[src/rtl/cpu_clk_ctrl_if.sv]
`default_nettype none
// ============================================================================
// Module   : cpu_clk_ctrl_if
// Brief    : Control and clock-enable bundle between the board/core side
//            and the CPU run/step/halt clock controller.
// Revision : 1.0 - initial release
// ============================================================================
interface cpu_clk_ctrl_if #(
    parameter int DIV_W = 24
);
    logic             run_sw;
    logic             step_btn;
    logic             halt_req;
    logic             div_load;
    logic [DIV_W-1:0] div_value;
    logic             cpu_ce;
    logic             mem_ce;
    logic             running;
    logic             halted;
    logic [31:0]      cycle_count;

    // Board switches and core requests drive the controller
    modport master (
        output run_sw, step_btn, halt_req, div_load, div_value,
        input  cpu_ce, mem_ce, running, halted, cycle_count
    );

    // The controller itself
    modport slave (
        input  run_sw, step_btn, halt_req, div_load, div_value,
        output cpu_ce, mem_ce, running, halted, cycle_count
    );
endinterface
`default_nettype wire

[src/rtl/cpu_clk_ctrl.sv]
`default_nettype none
// ============================================================================
// Module   : cpu_clk_ctrl
// Brief    : Run/step/halt controller producing one-cycle CPU and memory
//            clock enables in the clkin domain. mem_ce fires mid-period,
//            cpu_ce at the end of each period of div_reg cycles.
//            Optional macro CPU_CLK_CTRL_CYCLE_CNT_EN enables the 32-bit
//            cpu_ce pulse counter on cycle_count (tied to 0 otherwise).
// Revision : 1.0 - initial release
// ============================================================================
module cpu_clk_ctrl #(
    parameter int DIV_W       = 24,
    parameter int DEFAULT_DIV = 10000,
    parameter int DB_CYCLES   = 1000000
) (
    input  wire logic     clkin,
    input  wire logic     reset,
    cpu_clk_ctrl_if.slave bus
);

    localparam int               c_DB_W    = $clog2(DB_CYCLES + 1);
    localparam logic [c_DB_W-1:0] c_DB_LAST = c_DB_W'(DB_CYCLES - 1);
    localparam logic [DIV_W-1:0]  c_DIV_MIN = DIV_W'(2);
    localparam logic [DIV_W-1:0]  c_DIV_RST = DIV_W'(DEFAULT_DIV);

    typedef enum logic [1:0] {
        ST_HALT = 2'd0,
        ST_RUN  = 2'd1,
        ST_STEP = 2'd2
    } state_t;

    state_t             r_state;
    state_t             w_state_next;

    logic               r_run_s1, r_run_s2;
    logic               r_step_s1, r_step_s2;
    logic               r_db_level;
    logic [c_DB_W-1:0]  r_db_cnt;
    logic               r_step_evt;

    logic [DIV_W-1:0]   r_cnt;
    logic [DIV_W-1:0]   r_div;
    logic               r_pend_valid;
    logic [DIV_W-1:0]   r_pend_val;
    logic               r_halt_latch;
    logic               r_cpu_ce;
    logic               r_mem_ce;

    logic [DIV_W-1:0]   w_div_clamped;
    logic               w_wrap;
    logic [DIV_W-1:0]   w_div_next;
    logic               w_pend_next;
    logic [DIV_W-1:0]   w_pend_val_next;
    logic [DIV_W-1:0]   w_cnt_next;
    logic               w_cpu_next;
    logic               w_mem_next;

    // Two-flop synchronisers for the asynchronous switch and button
    always_ff @(posedge clkin or posedge reset) begin
        if (reset) begin
            r_run_s1  <= 1'b0;
            r_run_s2  <= 1'b0;
            r_step_s1 <= 1'b0;
            r_step_s2 <= 1'b0;
        end else begin
            r_run_s1  <= bus.run_sw;
            r_run_s2  <= r_run_s1;
            r_step_s1 <= bus.step_btn;
            r_step_s2 <= r_step_s1;
        end
    end

    // Debounce: the level flips after DB_CYCLES consecutive differing samples;
    // a flip to 1 produces a one-cycle step event on the following cycle
    always_ff @(posedge clkin or posedge reset) begin
        if (reset) begin
            r_db_level <= 1'b0;
            r_db_cnt   <= '0;
            r_step_evt <= 1'b0;
        end else begin
            r_step_evt <= 1'b0;
            if (r_step_s2 != r_db_level) begin
                if (r_db_cnt == c_DB_LAST) begin
                    r_db_level <= r_step_s2;
                    r_db_cnt   <= '0;
                    r_step_evt <= r_step_s2;
                end else begin
                    r_db_cnt <= r_db_cnt + c_DB_W'(1);
                end
            end else begin
                r_db_cnt <= '0;
            end
        end
    end

    assign w_div_clamped = (bus.div_value < c_DIV_MIN) ? c_DIV_MIN : bus.div_value;
    assign w_wrap        = (r_state != ST_HALT) && (r_cnt == r_div - DIV_W'(1));

    // Next-state decode; a started period always runs to its cpu_ce
    always_comb begin
        w_state_next = r_state;
        case (r_state)
            ST_HALT: begin
                if (r_run_s2 && !r_halt_latch) begin
                    w_state_next = ST_RUN;
                end else if (r_step_evt && !r_run_s2) begin
                    w_state_next = ST_STEP;
                end
            end
            ST_RUN: begin
                if (r_cpu_ce && (!r_run_s2 || r_halt_latch || bus.halt_req)) begin
                    w_state_next = ST_HALT;
                end
            end
            ST_STEP: begin
                if (r_cpu_ce) begin
                    w_state_next = ST_HALT;
                end
            end
            default: w_state_next = ST_HALT;
        endcase
    end

    // Divisor update: immediate in HALT, otherwise deferred to the period wrap
    always_comb begin
        w_div_next      = r_div;
        w_pend_next     = r_pend_valid;
        w_pend_val_next = r_pend_val;
        if (r_state == ST_HALT) begin
            if (bus.div_load) begin
                w_div_next = w_div_clamped;
            end
        end else begin
            if (bus.div_load) begin
                w_pend_next     = 1'b1;
                w_pend_val_next = w_div_clamped;
            end
            if (w_wrap) begin
                if (w_pend_next) begin
                    w_div_next = w_pend_val_next;
                end
                w_pend_next = 1'b0;
            end
        end
    end

    // Counter and enable look-ahead so cpu_ce/mem_ce can be registered
    always_comb begin
        w_cnt_next = r_cnt + DIV_W'(1);
        if ((r_state == ST_HALT) || (w_state_next == ST_HALT) || w_wrap) begin
            w_cnt_next = '0;
        end
        w_mem_next = (w_state_next != ST_HALT) &&
                     (w_cnt_next == (w_div_next >> 1) - DIV_W'(1));
        w_cpu_next = (w_state_next != ST_HALT) &&
                     (w_cnt_next == w_div_next - DIV_W'(1));
    end

    // State, period counter, divisor and registered enables
    always_ff @(posedge clkin or posedge reset) begin
        if (reset) begin
            r_state      <= ST_HALT;
            r_cnt        <= '0;
            r_div        <= c_DIV_RST;
            r_pend_valid <= 1'b0;
            r_pend_val   <= '0;
            r_cpu_ce     <= 1'b0;
            r_mem_ce     <= 1'b0;
        end else begin
            r_state      <= w_state_next;
            r_cnt        <= w_cnt_next;
            r_div        <= w_div_next;
            r_pend_valid <= w_pend_next;
            r_pend_val   <= w_pend_val_next;
            r_cpu_ce     <= w_cpu_next;
            r_mem_ce     <= w_mem_next;
        end
    end

    // Halt latch: captures a core halt on a cpu_ce, released by run switch off
    always_ff @(posedge clkin or posedge reset) begin
        if (reset) begin
            r_halt_latch <= 1'b0;
        end else if (!r_run_s2) begin
            r_halt_latch <= 1'b0;
        end else if (bus.halt_req && r_cpu_ce) begin
            r_halt_latch <= 1'b1;
        end
    end

    assign bus.cpu_ce  = r_cpu_ce;
    assign bus.mem_ce  = r_mem_ce;
    assign bus.running = (r_state == ST_RUN);
    assign bus.halted  = (r_state == ST_HALT);

`ifdef CPU_CLK_CTRL_CYCLE_CNT_EN
    logic [31:0] r_cycle_count;

    // Free-running count of cpu_ce pulses, cleared only by reset
    always_ff @(posedge clkin or posedge reset) begin
        if (reset) begin
            r_cycle_count <= 32'd0;
        end else if (r_cpu_ce) begin
            r_cycle_count <= r_cycle_count + 32'd1;
        end
    end

    assign bus.cycle_count = r_cycle_count;
`else
    assign bus.cycle_count = 32'd0;
`endif

endmodule
`default_nettype wire

[src/flat_wrapper.sv]
// flat-port wrapper written by rule: the top's interface ports become plain ports
module cpu_clk_ctrl_flat 
#(
    parameter int DIV_W       = 24,
    parameter int DEFAULT_DIV = 10000,
    parameter int DB_CYCLES   = 1000000
)
  (clkin, reset, bus_run_sw, bus_step_btn, bus_halt_req, bus_div_load, bus_div_value, bus_cpu_ce, bus_mem_ce, bus_running, bus_halted, bus_cycle_count);
  cpu_clk_ctrl_if #(.DIV_W(DIV_W)) bus_i ();
  input  wire logic clkin;
  input  wire logic reset;
  input wire logic [$bits(bus_i.run_sw)-1:0] bus_run_sw;
  input wire logic [$bits(bus_i.step_btn)-1:0] bus_step_btn;
  input wire logic [$bits(bus_i.halt_req)-1:0] bus_halt_req;
  input wire logic [$bits(bus_i.div_load)-1:0] bus_div_load;
  input wire logic [$bits(bus_i.div_value)-1:0] bus_div_value;
  output wire logic [$bits(bus_i.cpu_ce)-1:0] bus_cpu_ce;
  output wire logic [$bits(bus_i.mem_ce)-1:0] bus_mem_ce;
  output wire logic [$bits(bus_i.running)-1:0] bus_running;
  output wire logic [$bits(bus_i.halted)-1:0] bus_halted;
  output wire logic [$bits(bus_i.cycle_count)-1:0] bus_cycle_count;
  assign bus_i.run_sw = bus_run_sw;
  assign bus_i.step_btn = bus_step_btn;
  assign bus_i.halt_req = bus_halt_req;
  assign bus_i.div_load = bus_div_load;
  assign bus_i.div_value = bus_div_value;
  assign bus_cpu_ce = bus_i.cpu_ce;
  assign bus_mem_ce = bus_i.mem_ce;
  assign bus_running = bus_i.running;
  assign bus_halted = bus_i.halted;
  assign bus_cycle_count = bus_i.cycle_count;
  cpu_clk_ctrl #(.DIV_W(DIV_W), .DEFAULT_DIV(DEFAULT_DIV), .DB_CYCLES(DB_CYCLES)) u_core (.clkin(clkin), .reset(reset), .bus(bus_i));
endmodule
[config.mk]
export PLATFORM = sky130hd
export DESIGN_NAME = cpu_clk_ctrl_flat
export DESIGN_NICKNAME = d
export VERILOG_FILES = /design/src/rtl/cpu_clk_ctrl_if.sv /design/src/rtl/cpu_clk_ctrl.sv /design/src/flat_wrapper.sv
export SDC_FILE = /design/constraint.sdc
export NUM_CORES = 1
export LEC_CHECK = 0
export ABC_AREA = 1
export BUFFER_PORTS_ARGS = -buffer_cell sky130_fd_sc_hd__buf_2
export CORE_ASPECT_RATIO = 1.4
export CORE_UTILIZATION = 30
export CTS_BUF_LIST = sky130_fd_sc_hd__clkbuf_8
export DETAILED_ROUTE_END_ITERATION = 12
export PLACE_DENSITY = 0.54
export SETUP_SLACK_MARGIN = 0.02
export SLEW_MARGIN = 20
export SYNTH_ARGS = -nofsm -noshare
export SYNTH_HDL_FRONTEND = slang
export SYNTH_SLANG_ARGS = --single-unit
[constraint.sdc]
create_clock -name clkin -period 5.3 [get_ports clkin]
set_input_delay 0.53 -clock clkin [delete_from_list [all_inputs] [get_ports clkin]]
set_output_delay 0.53 -clock clkin [all_outputs]
set_load 0.005 [all_outputs]
== Word level (Yosys, flattened, before mapping) ==
Index checks and enable logic that the tools add are counted.

* $add $sub $neg: 5
* $lt $le $gt $ge: 1
* Equality and inequality tests: 8
* Mux-type cells: 21
* Reductions and logical operators: 18

{| class="wikitable"
|+ Operator list
! cell !! number
|-
| 24-bit 2-to-1 mux || 7
|-
| 24-bit == test || 3
|-
| 24-bit by 1-bit subtractor with 24-bit output (second input constant) || 2
|-
| 20-bit 2-to-1 mux || 2
|-
| 24-bit by 1-bit adder with 24-bit output (second input constant) || 1
|-
| 24-bit by 2-bit less-than comparator with 1-bit output (second input constant) || 1
|-
| 23-bit by 1-bit subtractor with 24-bit output (second input constant) || 1
|-
| 20-bit by 1-bit adder with 20-bit output (second input constant) || 1
|-
| 20-bit == test (second input constant) || 1
|-
| 2-bit 2-to-1 mux || 4
|-
| 1-bit logical AND || 7
|-
| 1-bit 2-to-1 mux || 7
|-
| 2-bit one-hot mux with 3 select lines || 1
|-
| 2-bit logical NOT || 2
|-
| 1-bit logical OR || 4
|-
| 2-bit nonzero test || 2
|-
| 2-bit by 1-bit == test with 1-bit output (second input constant) || 1
|-
| 2-bit == test (second input constant) || 1
|-
| 1-bit logical NOT || 2
|-
| 2-bit inequality test (second input constant) || 1
|-
| 2-bit AND reduction || 1
|-
| 1-bit inequality test || 1
|}

* Flip-flop bits (word level): 104
* Output and inout bits: 36
* Word-level logic and storage cells: 68

== Logic depth before layout (Yosys ltp) ==
Gate-level depths: netlist (run 1).

* Word-level depth: 12
* Depth in mapped cells: 37

== Least setup slack after synthesis (run 1) ==
No wires, ideal clock.

* Path type: reg2reg
* Start point: register u_core.r_div[0]
* End point: register u_core.r_cpu_ce (netlist: u_core.bus.cpu_ce)
* Data arrival time: 3.406 ns
* Slack: 1.778 ns
* Stages on the path, launching flop included: 30
* Path buffers: 2
* Path through: dfrtp_1 -> inv_2 -> ha_1 -> nand2_2 -> nor2_4 -> buf_6 -> nand3b_1 -> nand2_1 -> inv_2 -> nor2_2 -> nand3b_1 -> nor2_4 -> nand3_4 -> buf_6 -> nand2_1 -> o21ai_1 -> nand2_1 -> nand2_2 -> inv_1 -> ha_1 -> nand3_2 -> inv_2 -> nand2_2 -> clkinv_1 -> nand2_1 -> o21ai_1 -> nand2_1 -> or2_0 -> nand3_1 -> nor2_1

* Cells in the longest elaborated chain, start to end: 8

{| class="wikitable"
|+ Ends and longest elaborated chain
! element !! line !! RTL
|-
| start, declared || cpu_clk_ctrl.sv:42 || <nowiki>logic [DIV_W-1:0] r_div;</nowiki>
|-
| start signal, assigned || cpu_clk_ctrl.sv:164 || <nowiki>r_div <= c_DIV_RST;</nowiki>
|-
| start signal, assigned || cpu_clk_ctrl.sv:172 || <nowiki>r_div <= w_div_next;</nowiki>
|-
| 24-bit by 1-bit subtractor with 24-bit output || cpu_clk_ctrl.sv:97 || <nowiki>assign w_wrap = (r_state != ST_HALT) && (r_cnt == r_div - DIV_W'(1));</nowiki>
|-
| 24-bit == test || cpu_clk_ctrl.sv:97 ||
|-
| 1-bit logical AND || cpu_clk_ctrl.sv:97 ||
|-
| 24-bit 2-to-1 mux || cpu_clk_ctrl.sv:138 || <nowiki>if (w_wrap) begin</nowiki>
|-
| 24-bit 2-to-1 mux || cpu_clk_ctrl.sv:129 || <nowiki>if (r_state == ST_HALT) begin</nowiki>
|-
| named net u_core.w_div_next[1] || cpu_clk_ctrl.sv:51 || <nowiki>logic [DIV_W-1:0] w_div_next;</nowiki>
|-
| 24-bit by 1-bit subtractor with 24-bit output || cpu_clk_ctrl.sv:156 || <nowiki>(w_cnt_next == w_div_next - DIV_W'(1));</nowiki>
|-
| 24-bit == test || cpu_clk_ctrl.sv:156 ||
|-
| 1-bit logical AND || cpu_clk_ctrl.sv:155 || <nowiki>w_cpu_next = (w_state_next != ST_HALT) &&</nowiki>
|-
| named net u_core.w_cpu_next || cpu_clk_ctrl.sv:55 || <nowiki>logic w_cpu_next;</nowiki>
|-
| end signal, assigned || cpu_clk_ctrl.sv:175 || <nowiki>r_cpu_ce <= w_cpu_next;</nowiki>
|-
| end, declared || cpu_clk_ctrl.sv:46 || <nowiki>logic r_cpu_ce;</nowiki>
|}

The timed path passes the listed nets, and every way through them passes these cells.
A chain may end at the register's enable or synchronous reset.

== Worst setup path in the final report (run 1) ==
Ends and elaborated chain as after synthesis.

==> results of run 1 <==
flip-flops by register name, indices dropped and copies added, names as in the netlist:
name / flops
u_core.r_db_level: 1
u_core.r_state: 2
u_core.r_run_s1: 1
u_core.r_cnt: 24
u_core.r_step_s1: 1
u_core.r_div: 24
u_core.r_run_s2: 1
u_core.r_step_evt: 1
u_core.r_pend_valid: 1
u_core.r_halt_latch: 1
u_core.bus.mem_ce: 1
u_core.r_db_cnt: 20
u_core.r_pend_val: 24
u_core.r_step_s2: 1
u_core.bus.cpu_ce: 1
power by group through the flow:
stage / Combinational (W) / Sequential, W / Clock (W)
3_3_place_gp: 0.000182 / 0.000843 / 0
4_1_cts: 0.000184 / 0.000828 / 0.000539
6_report: 0.000182 / 0.000828 / 0.000515
3_5_place_dp: 0.000183 / 0.000843 / 0
5_1_grt: 0.000211 / 0.000832 / 0.000568
2_1_floorplan: 0.000146 / 0.000839 / 0
logic make-up after synthesis:
kind of cell             after synthesis  synth area share
XOR/XNOR                              70            0.0684
other                                  1          0.000409
AND/OR/NAND/NOR                      846             0.433
buffers and inverters                253             0.121
adder cells (fa/ha/maj)                5           0.00682
flip-flops                           104             0.284
AO/OA/AOI/OAI                        142            0.0850
multiplexers                           1           0.00109
cell type report:
class	instances	area, µm²	area share
multi-input combinational	1096	5580	0.568
tap	385	482	0.0490
sequential	104	2610	0.265
timing repair buffer	45	255	0.0260
clock buffer	9	124	0.0126
clock inverter	7	65.1	0.00662
inverter	190	716	0.0728
synth_stat cells, types with 2 or more instances:
cell type    n
nand2_2     33
nor2_4      16
nor2_2      22
nor4_1       3
o21a_1       2
nand4_1     41
clkbuf_1    18
buf_4       32
o21bai_1     4
o211ai_1    11
buf_1        3
dfstp_2      5
o21ai_0     62
nand2_1    376
xor2_1      41
o22ai_1     10
nand3_2      8
a21oi_1     39
o21ai_1     10
buf_6        4
buf_2        6
nand2_4     12
xnor2_1     28
nor3_1      28
ha_1         5
or2_0        2
dfrtp_1     99
or2_2        4
and2_1       2
nand3_1    104
inv_1      172
inv_2       11
nor3b_1      5
nor2_1     174
nand3b_1    12
clkinv_1     7
per-layer routing:
layer,track usage,wire [µm]
met1,0.218,11800
met2,0.343,14700
met3,0.0190,905
met4,0.0881,1140
met5,0,0
worst max-delay path: stages (launching register included):
cell	delay [ns]
dfrtp_1	0.45
inv_2	0.14
ha_1	0.24
nand2_2	0.14
nor2_4	0.33
nand3_1	0.12
nand2_1	0.09
nand2_1	0.05
nand2_1	0.11
nand3_1	0.23
nor2_4	0.31
nand3_4	0.15
nand2_1	0.09
o21ai_1	0.06
nand2_1	0.07
nand2_2	0.12
inv_1	0.10
ha_1	0.18
inv_1	0.06
nor2_1	0.39
nand3_1	0.19
nor2_1	0.29
nand3_1	0.11
nand2_1	0.09
nor2_1	0.05
nand3_1	0.13
nor2_1	0.08
stage by stage:
step                      total power [W]  hold slack [ns]  setup WS [ns]
after global routing              0.00161            0.176          0.465
after CTS                         0.00155            0.176          0.803
after global placement            0.00102            0.332          0.914
after detailed placement          0.00103            0.335          0.846
final                             0.00152            0.211          0.796
after floorplan                  0.000985            0.331           1.78
path summary, 6_finish.rpt:
path,start,endpoint
max,u_core.r_div[0]$_DFF_PP0_,u_core.bus.cpu_ce$_DFF_PP0_
min,bus_run_sw,u_core.r_run_s1$_DFF_PP0_
max reg2reg,u_core.r_div[0]$_DFF_PP0_,u_core.bus.cpu_ce$_DFF_PP0_
min reg2reg,u_core.r_step_s1$_DFF_PP0_,u_core.r_step_s2$_DFF_PP0_
max in group asynchronous,reset,u_core.r_cnt[19]$_DFF_PP0_
min in group asynchronous,reset,u_core.r_db_cnt[11]$_DFF_PP0_
==> impl_metrics.py, run 1 <==
metrics = {
    "grt": {
        "grt_overflow_total": 0,
        "first_global_vias": 8556,
        "grt_max_degree": 58,
        "grt_pass1_wl_um": 45300,
        "antenna_found_initial": 0,
        "grt_use_total": 0.189,
    },
    "critical_path": {
        "crit_fanout": 13,
        "crit_type": "reg2reg",
        "required_ns": 5.60,
        "start_kind": "register",
        "worstRegToRegCells": 26,
        "r2r_slack_ns": 0.80,
        "worst_setup_path_end_kind": "register",
        "crit_arrival_ns": 4.81,
    },
    "clock_tree": {
        "post_cts_resized": 0,
        "cts.sinks": 104,
        "cts_buffers": 9,
        "ctsHoldBuffers": 0,
        "insertion_delay_ns": 0.42,
        "root_buffer": "clkbuf_8",
        "cts_tree": "done",
        "post_cts.repair.setup_buffers": 0,
        "clock_path_buffers": 2,
        "path_clk_slew_ns": 0.12,
        "cts-htree-levels": 3,
    },
    "floorplan": {
        "pin_count": 66,
        "die_w_um": 150,
        "rows": 75,
        "die_h_um": 209,
        "coreArea_um2": 30000,
        "design.die.area_um2": 31300,
        "start_util": 0.305,
    },
    "yosys": {
        "synth.top_cell.area_share": 0.270,
        "yosysWarnings": 0,
        "avgSynthCellArea_um2": 6.45,
        "synthCells": 1422,
        "syn_area_um2": 9170,
        "synth_ff_type": "dfrtp_1",
        "yosys.area.top_type": "dfrtp_1",
        "seq_area_frac_synth": 0.284,
        "synth-edff-count": 0,
        "ys_ff_latch": 104,
        "yosysUniqueCellTypes": 47,
        "async_flop_share": 1.00,
        "synth.area.top_cells": "dfrtp_1 27%, nand2_1 15%, nor2_1 7.1%",
    },
    "status": {
        "outcome": "finished clean",
    },
    "detailed_routing": {
        "vias": 8890,
        "drc": 0,
        "ant_nets": 0,
        "avgRoutedWirePerCell_um": 15.5,
        "wirelength_um": 28500,
        "first_iter_violations": 567,
        "viasPerCell": 4.84,
        "drtPass1Iterations": 5,
    },
    "final_layout": {
        "fin_nets": 1481,
        "stdcell_area_um2": 9830,
        "instances_no_fill": 1836,
        "final_common_cell": "nand2_1",
        "n_antenna_cell": 0,
        "layout_common_cells": "376 x nand2_1, 173 x nor2_1, 171 x inv_1",
        "fin_util": 0.327,
        "fill_cells": 3312,
        "synthToLayoutAreaGrowth_pct": 7.18,
        "drive_gt1_frac": 0.123,
    },
    "power_and_ir_drop": {
        "swShare": 0.310,
        "seqPwrFrac": 0.543,
        "p_leak_nw": 4.81,
        "p_per_area_nw_per_um2": 155,
        "p_sw_w": 0.000473,
        "power_frac_comb": 0.119,
        "clkPwrFrac": 0.338,
        "ir_drop_uv": 98.6,
        "p_int_w": 0.00105,
    },
    "sta": {
        "final_hold_viol_count": 0,
        "post-route-period-util": 0.850,
        "max_clock_freq_mhz": 222,
        "tns_ns": 0,
        "final_max_slew_viol_count": 0,
        "tightest_slew_ns": 0.800,
        "relSlewSlack": 0.465,
        "setup_viol": 0,
        "clock_skew_ns": 0.0296,
        "rsz0062_at_grt": "no",
        "fin_crit_ns": 4.50,
    },
    "flow_run": {
        "maxCapViolations": 0,
    },
    "min_path": {
        "hold_depth": 1,
        "hold_class": "in2reg",
    },
    "placed_design": {
        "gp_congestion": 0.971,
        "portBuffers": 33,
        "dp_hpwl_um": 23300,
        "placed_area_um2": 9640,
        "dp.cells": 1820,
    },
}
(Power assumes the default switching activity.)
==> inputs of run 2 (changes only) <==
--- a/config.mk
+++ b/config.mk
@@ -11,7 +11,7 @@
 export CORE_UTILIZATION = 30
 export CTS_BUF_LIST = sky130_fd_sc_hd__clkbuf_8
 export DETAILED_ROUTE_END_ITERATION = 12
-export PLACE_DENSITY = 0.54
+export PLACE_DENSITY = 0.56
 export SETUP_SLACK_MARGIN = 0.02
 export SLEW_MARGIN = 20
 export SYNTH_ARGS = -nofsm -noshare
==> constraint.sdc (replaced) <==
create_clock -name clkin -period 3.85 [get_ports clkin]
set_input_delay 0.385 -clock clkin [delete_from_list [all_inputs] [get_ports clkin]]
set_output_delay 0.385 -clock clkin [all_outputs]
set_load 0.005 [all_outputs]
==> run 2 against run 1 <==
Effect of this change: register-to-register slack got worse by 0.69 ns; clock power rose by 51%; critical path depth rose by 4; worst hold slack got worse by 0.16 ns; non-clock buffer count rose by 79; wire length rose by 3.6%; clock skew fell by 0.011 ns; clock-buffer cell count did not move; sequential power rose by 38%; largest cell class unchanged.
==> impl_metrics.py, run 2 (same netlist as run 1, synthesis figures left out) <==
metrics = {
    "critical_path": {
        "start_kind": "register",
        "r2r_end": "u_core.bus.cpu_ce$_DFF_PP0_",
        "crit_type": "reg2reg",
        "crit_fanout": 6,
        "crit_arrival_ns": 4.11,
        "required_ns": 4.22,
        "r2r_slack_ns": 0.11,
        "r2r-start": "u_core.r_div[7]$_DFF_PP0_",
        "cp_common_cell": "nand2_1",
        "crit_slowest_cell": "dfrtp_1",
        "worst_setup_path_end_kind": "register",
        "cp_slowest_stage_delay_ns": 0.45,
        "worstRegToRegCells": 30,
    },
    "placed_design": {
        "portBuffers": 33,
        "dp_hpwl_um": 24600,
        "gp_congestion": 0.991,
    },
    "min_path": {
        "hold_depth": 1,
        "hp-start": "bus_run_sw",
        "whs_endpoint": "u_core.r_run_s1$_DFF_PP0_",
        "hold_class": "in2reg",
    },
    "status": {
        "outcome": "finished clean",
    },
    "sta": {
        "fin_crit_ns": 3.74,
        "rsz0062_at_grt": "yes",
        "final_max_slew_viol_count": 0,
        "final_hold_viol_count": 0,
        "tightest_slew_ns": 0.874,
        "max_clock_freq_mhz": 267,
        "tns_ns": 0,
        "clock_skew_ns": 0.0186,
        "post-route-period-util": 0.972,
        "setup_viol": 0,
        "relSlewSlack": 0.417,
    },
    "final_layout": {
        "layout_common_cells": "366 x nand2_1, 165 x inv_1, 160 x nor2_1",
        "n_antenna_cell": 0,
        "reg.largest.list": "u_core.r_cnt: 24 flops, u_core.r_div: 24 flops, u_core.r_pend_val: 24 flops",
        "fin_nets": 1560,
        "synthToLayoutAreaGrowth_pct": 16.7,
        "drive_gt1_frac": 0.195,
        "final_common_cell": "nand2_1",
    },
    "flow_run": {
        "maxCapViolations": 0,
    },
    "floorplan": {
        "start_util": 0.305,
        "coreArea_um2": 30000,
        "rows": 75,
        "die_h_um": 209,
        "die_w_um": 150,
        "pin_count": 66,
        "design.die.area_um2": 31300,
    },
    "grt": {
        "grtUsageMet2": 0.357,
        "first_global_vias": 8812,
        "grt_use_total": 0.195,
        "grt_use_met3": 0.0216,
        "grt_max_degree": 70,
        "grt_use_met1": 0.221,
        "grt_overflow_total": 0,
        "busiest_layer": "met2",
        "antenna_found_initial": 0,
        "grt_pass1_wl_um": 46200,
    },
    "power_and_ir_drop": {
        "p_leak_nw": 5.27,
        "total_power_w": 0.00218,
        "p_per_area_nw_per_um2": 204,
        "ir_drop_uv": 128,
    },
    "clock_tree": {
        "cts-htree-levels": 3,
        "insertion_delay_ns": 0.43,
        "cts_buffers": 9,
        "cts.sinks": 104,
        "root_buffer": "clkbuf_8",
        "ctsHoldBuffers": 0,
        "clock_path_buffers": 2,
        "path_clk_slew_ns": 0.12,
        "cts_tree": "done",
    },
    "detailed_routing": {
        "vias": 9172,
        "drtPass1Iterations": 6,
        "viasPerCell": 4.79,
        "drc": 0,
        "first_iter_violations": 493,
        "avgRoutedWirePerCell_um": 15.4,
        "ant_nets": 0,
        "wirelength_um": 29500,
    },
}
[run 2: cell types whose count changed in the layout (fill, tap and decap cells not counted), sizes merged]
cell / previous run / this run
buf: 45 / 124
clkinvlp: 2 / 0
bufinv: 0 / 1
clkinv: 9 / 10
[run 2: how the worst max path moves through the flow]
stage                     depth (start not counted)  slack (ns)                      start                          end
final                                            30        0.11  u_core.r_div[7]$_DFF_PP0_  u_core.bus.cpu_ce$_DFF_PP0_
after global routing                             33       -0.11  u_core.r_div[0]$_DFF_PP0_  u_core.bus.cpu_ce$_DFF_PP0_
after CTS                                        30        0.02  u_core.r_div[0]$_DFF_PP0_  u_core.bus.mem_ce$_DFF_PP0_
after detailed placement                         23       -0.07  u_core.r_div[3]$_DFF_PP0_  u_core.bus.mem_ce$_DFF_PP0_
after global placement                           24       -0.06  u_core.r_div[3]$_DFF_PP0_  u_core.bus.mem_ce$_DFF_PP0_
after floorplan                                  29        0.33  u_core.r_div[0]$_DFF_PP0_  u_core.bus.cpu_ce$_DFF_PP0_
[run 2: final cells by class]
| cell class | count | area (µm²) |
|---|---|---|
| Clock buffer | 9 | 124 |
| Tap cell | 385 | 482 |
| Timing Repair Buffer | 124 | 930 |
| Inverter | 190 | 716 |
| Multi-Input combinational cell | 1096 | 5750 |
| Clock inverter | 7 | 87.6 |
| Fill cell | 3282 | 19300 |
| Sequential cell | 104 | 2610 |
[run 2: critical path, delay by kind of cell, from the launching register on]
family | cells | cell delay (ns)
simple gates | 27 | 2.78
flops | 1 | 0.45
buf+inv | 2 | 0.23
fa+ha+maj | 1 | 0.22
[run 2: routing by layer]
| metal | vias to the layer above | part of all wire |
|---|---|---|
| met4 | 0 | 0.039 |
| met3 | 48 | 0.025 |
| met2 | 194 | 0.53 |
| li1 | 4652 | - |
| met1 | 4278 | 0.41 |
| met5 | - | 0 |
[run 2: timing repair]
action | 4_1_cts | 5_1_grt
pin swaps | 2 | 12
cloned | 0 | 0
gates resized for setup | 11 | 48
setup endpoints to repair | 2 | 2
buffers inserted | 0 | 5
[run 2: power by group]
| part | switching [W] | total, W | leakage (nW) | internal [W] |
|---|---|---|---|---|
| logic | 0.000178 | 0.000265 | 3.85 | 0.0000874 |
| registers | 0.0000164 | 0.00114 | 1.31 | 0.00112 |
| clock network | 0.000464 | 0.000779 | 0.108 | 0.000315 |
[run 2: metrics by stage]
step | hold slack (ns) | setup WS, ns | cell area (µm²) | cells | util
3_5_place_dp | 0.336 | -0.0702 | 10300 | 1894 | 0.341
4_1_cts | 0.0240 | 0.0238 | 10500 | 1910 | 0.350
5_1_grt | 0.0253 | -0.113 | 10700 | 1915 | 0.356
6_report | 0.0528 | 0.109 | 10700 | 1915 | 0.356
2_1_floorplan | 0.331 | 0.328 | 9290 | 1453 | -
3_3_place_gp | 0.332 | -0.0561 | 10300 | 1894 | 0.341
